<file path="config.mk">
export PLATFORM = sky130hd
export DESIGN_NAME = code_run_encoder
export DESIGN_NICKNAME = d
export VERILOG_FILES = /design/src/rtl/code_run_encoder.sv
export SDC_FILE = /design/constraint.sdc
export NUM_CORES = 1
export LEC_CHECK = 0
export ABC_CLOCK_PERIOD_IN_PS = 1850
export BUFFER_PORTS_ARGS = -buffer_cell sky130_fd_sc_hd__buf_2
export CORE_UTILIZATION = 50
export DETAILED_ROUTE_END_ITERATION = 10
export PLACE_DENSITY = 0.72
export SYNTH_ARGS = -nofsm -noshare
export SYNTH_HDL_FRONTEND = slang
export SYNTH_SLANG_ARGS = --single-unit
</file>
<file path="constraint.sdc">
create_clock -name clk -period 1.85 [get_ports clk]
set_input_delay 0.185 -clock clk [delete_from_list [all_inputs] [get_ports clk]]
set_output_delay 0.185 -clock clk [all_outputs]
set_load 0.1 [all_outputs]
</file>
<file path="src/rtl/code_run_encoder.sv">
// Run-length encoder for the 2-bit code stream: (code, run) pairs, 1-cycle latency, valid/ready both sides.
// Optional macro CODE_XZ_TRAP_EN: x/z input codes are dropped and flagged on the sticky xz_err output.
module code_run_encoder #(
  parameter int RUN_W = 4
) (
  input  logic             clk,
  input  logic             rst_n,
  input  logic             in_valid,
  output logic             in_ready,
  input  logic [1:0]       in_code,
  input  logic             flush,
  output logic             out_valid,
  input  logic             out_ready,
  output logic [1:0]       out_code,
  output logic [RUN_W-1:0] out_run,
  output logic             busy,
  output logic             xz_err
);

  localparam logic [RUN_W-1:0] MAX  = '1;
  localparam logic [RUN_W-1:0] LAST = MAX - 1'b1;
  localparam logic [RUN_W-1:0] ONE  = {{(RUN_W-1){1'b0}}, 1'b1};

  typedef enum logic {IDLE, ACCUM} state_t;

  state_t           state, state_nxt;
  logic [1:0]       cur_code, code_nxt;
  logic [RUN_W-1:0] cur_len, len_nxt;
  logic             load, out_free, accept, drop, take;
  logic [1:0]       ld_code;
  logic [RUN_W-1:0] ld_run;

  assign out_free = !out_valid || out_ready;
  assign in_ready = !flush && out_free;
  assign accept   = in_valid && in_ready;
  assign busy     = (state == ACCUM) || out_valid;

`ifdef CODE_XZ_TRAP_EN
  assign drop = accept && $isunknown(in_code);

  always_ff @(posedge clk or negedge rst_n) begin
    if (!rst_n) begin
      xz_err <= 1'b0;
    end else if (drop) begin
      xz_err <= 1'b1;
`ifndef SYNTHESIS
      $display("code_run_encoder: unknown code %b dropped at time %0t", in_code, $time);
`endif
    end
  end
`else
  assign drop   = 1'b0;
  assign xz_err = 1'b0;
`endif

  assign take = accept && !drop;

  always_comb begin
    state_nxt = state;
    code_nxt  = cur_code;
    len_nxt   = cur_len;
    load      = 1'b0;
    ld_code   = cur_code;
    ld_run    = cur_len;
    case (state)
      IDLE: begin
        if (take) begin
          code_nxt  = in_code;
          len_nxt   = ONE;
          state_nxt = ACCUM;
        end
      end
      ACCUM: begin
        if (take) begin
          // 4-state compare so x/z codes extend runs only on an exact match
          if (in_code === cur_code) begin
            if (cur_len == LAST) begin
              load      = 1'b1;
              ld_run    = MAX;
              len_nxt   = '0;
              state_nxt = IDLE;
            end else begin
              len_nxt = cur_len + 1'b1;
            end
          end else begin
            load     = 1'b1;
            code_nxt = in_code;
            len_nxt  = ONE;
          end
        end else if (flush && out_free) begin
          load      = 1'b1;
          state_nxt = IDLE;
        end
      end
      default: state_nxt = IDLE;
    endcase
  end

  always_ff @(posedge clk or negedge rst_n) begin
    if (!rst_n) begin
      state    <= IDLE;
      cur_code <= 2'b00;
      cur_len  <= '0;
    end else begin
      state    <= state_nxt;
      cur_code <= code_nxt;
      cur_len  <= len_nxt;
    end
  end

  always_ff @(posedge clk or negedge rst_n) begin
    if (!rst_n) begin
      out_valid <= 1'b0;
      out_code  <= 2'b00;
      out_run   <= '0;
    end else if (load) begin
      out_valid <= 1'b1;
      out_code  <= ld_code;
      out_run   <= ld_run;
    end else if (out_ready) begin
      out_valid <= 1'b0;
    end
  end

endmodule
</file>
==> impl_results.md <==
* Worst hold slack at 0.177 ns
* Worst Skew at between 0.001 and 0.0015 ns
* Final Setup Violations at 0
* Setup crit end kind: register
* Seq/Total Area, Yosys at 0.495
* # IOs at 17
* Die Span Y at roughly 40 um
* DRT antenna net count at 0
* Leak at 0.000438 uW
* Max-cap viol count at 0
* First-pass iteration count of the detailed router at 4
* Later-pin clock latency in the skew report at between 0.2 and 0.3 ns
* Starting Density at 0.544
* Synth cell types at 28
* Area grow syn2layout at 20.1%
* Reg2reg path depth at 6
* Synth Warn # at 0
* Core ar. at roughly 1300 um^2
* Post-layout util at 0.654
* Vias at approximately 540
* DIE AREA at 1570 um^2
* WP data required at 2.01 ns
* Worst-path fanout max at 7
* ANT cells at 0
* Final period utilization at 0.954
* Flops & latches, synth at 14
* Reg area at ~350 um^2
* Int Pwr at a little under 600 uW
* Initial antenna violation count at 0
* Vias in the first global route at 502
* First-pass GRT wire length at between 2000 and 2500 um
* PwrDens at 1410 nW/um^2
* First DRT Iteration DRCs at 19
* Peak VDD IR at approximately 0.001 V
* Setup TNS at 0 ns
* RSZ-0062 raised after global routing: yes
* Clock tree buffer depth at 2
* Combinational share of power at 0.515
* Sequential Power Share at 0.338
* Total Power at around 1200 uW
* Congestion Overflow GR at 0
* Post-Syn Area at 708 um^2
* Fill count at 117
* Number of enable flip-flop cells after synthesis at 0
* Via density per instance at around 5.6
* Hold depth at 2
* Clock group share of total power at 0.147
* Routability cong. at 0.849
* Synth Flop Type: dfrtp_1
* Die W at 39.6 um
* Drt total wl at around 1300 um
* Area occupied by multi-input gates at 347 um^2
* Post-synth ARST share at 1.00
* Worst-path clk slew at 0.08 ns
* Mapped Cells at 62
* Port buffer count at 15
* Syn_nets at 71
* Crit Path Class: reg -> reg
* Final Critical Period at 1.76 ns
* DR DRC count at 0
* Fin. Hold Viols at 0
* Num Clock Sinks at 14
* Syn avg cell area at 11.4 um^2
* Max Slew Vio Count at 0
* Nets at 92
* Fraction of layout cells with a size suffix above 1 at 0.427
* Dpl hpwl at 1010 um
* Htree depth at 1
* Switch Pwr at 619 uW
* Status: complete, no violations
* Maximum clock rate at roughly 570 MHz
* Switching part of the total power at 0.515
* HP Class: in -> reg
* Total CTS buffers at 3
* Setup Buffers After CTS at 0
* Post-DR wirelength/cell at 13.9 um
* Startpoint types: register
* Largest net degree at the start of global routing at 15
* Rows at 13
* Critical Path AT at 1.93 ns
* CTS tree: built
* Root Buffer: clkbuf_4
* Gr usage total at 0.210
[power by group through the flow]
| stage | combinational [uW] | sequential [uW] | clock (uW) |
|---|---|---|---|
| after global placement | 613 | 407 | 0 |
| after floorplan | 205 | 718 | 0 |
| after CTS | 622 | 406 | 181 |
| after detailed placement | 619 | 412 | 0 |
| after global routing | 649 | 413 | 193 |
| final | 619 | 407 | 176 |
[routing by layer]
layer  track usage  part of all wire  vias to the layer above
met5             0                 0                        -
met4         0.103            0.0037                        0
met3        0.0170             0.037                        2
met2         0.352              0.50                       17
met1         0.266              0.45                      261
li1              -                 -                      261
[stage by stage]
stage / std cells / setup slack, ns / instance area (um^2)
floorplan: 62 / 0.150 / 717
global placement: 92 / 0.137 / 815
detailed placement: 92 / 0.0837 / 815
CTS: 97 / 0.0666 / 851
global route: 97 / -0.00333 / 851
finish: 97 / 0.0855 / 851
[path summary, 6_finish.rpt]
| kind | slack (ns) | end | startpoint |
|---|---|---|---|
| setup / recovery | 0.09 | out_code[1] | cur_len[0] |
| hold / removal | 0.18 | cur_code[0] | in_code[0] |
| setup reg to reg | 0.09 | out_code[1] | cur_len[0] |
| hold reg to reg | 0.51 | out_run[0] | out_run[0] |
| max in group asynchronous | 1.27 | out_valid | rst_n |
| min in group asynchronous | 0.33 | out_valid | rst_n |
[registers in the layout, summed over array words and instances (netlist names)]
signal / count
out_run: 4
cur_code: 2
state: 1
out_valid: 1
out_code: 2
cur_len: 4
[final cells by class]
type,count,area share
sequential,14,0.413
multi-input combinational,44,0.407
timing repair buffer,18,0.118
clock buffer,4,0.0309
tap,15,0.0221
inverter,2,0.00882
[cell usage in the layout (no fill, tap or decap), types with 3 or more instances in the layout]
cell / netlist / routed
buf_2: 0 / 15
nor2_1: 4 / 3
o21ai_0: 4 / 4
nand2_1: 4 / 4
mux2_2: 8 / 8
dfrtp_1: 14 / 13
clkbuf_4: 0 / 3
[critical path, cell delays in order, from the launching register on]
cell      delay, ns
dfrtp_1        0.39
inv_1          0.08
ha_1           0.14
and3_2         0.21
nor2_1         0.07
a211oi_4       0.38
mux2_2         0.39
[synthesized netlist by cell type (all sizes together) (2+ instances only)]
cell,count,area share
o21ai,4,0.028
dfrtp,14,0.49
xnor2,2,0.025
nor2,4,0.021
o21bai,2,0.021
or2,2,0.018
inv,2,0.011
ha,2,0.035
mux2,8,0.13
nand2,4,0.021
[cell families after synthesis]
family          Yosys count  share of synthesized area
simple gates             20                      0.161
flops                    14                      0.495
compound gates           11                      0.125
mux                       8                      0.127
buf+inv                   4                     0.0265
fa+ha+maj                 2                     0.0353
xor+xnor                  2                     0.0247
other cells               1                    0.00530
[repair_timing]
action / CTS / global route
hold buffers: 1 / 0
gates resized for setup: 0 / 0
setup endpoints to repair: 0 / 6
endpoints found under the hold margin: 14 / 0
Note: power is estimated with default switching activity, not from simulation.
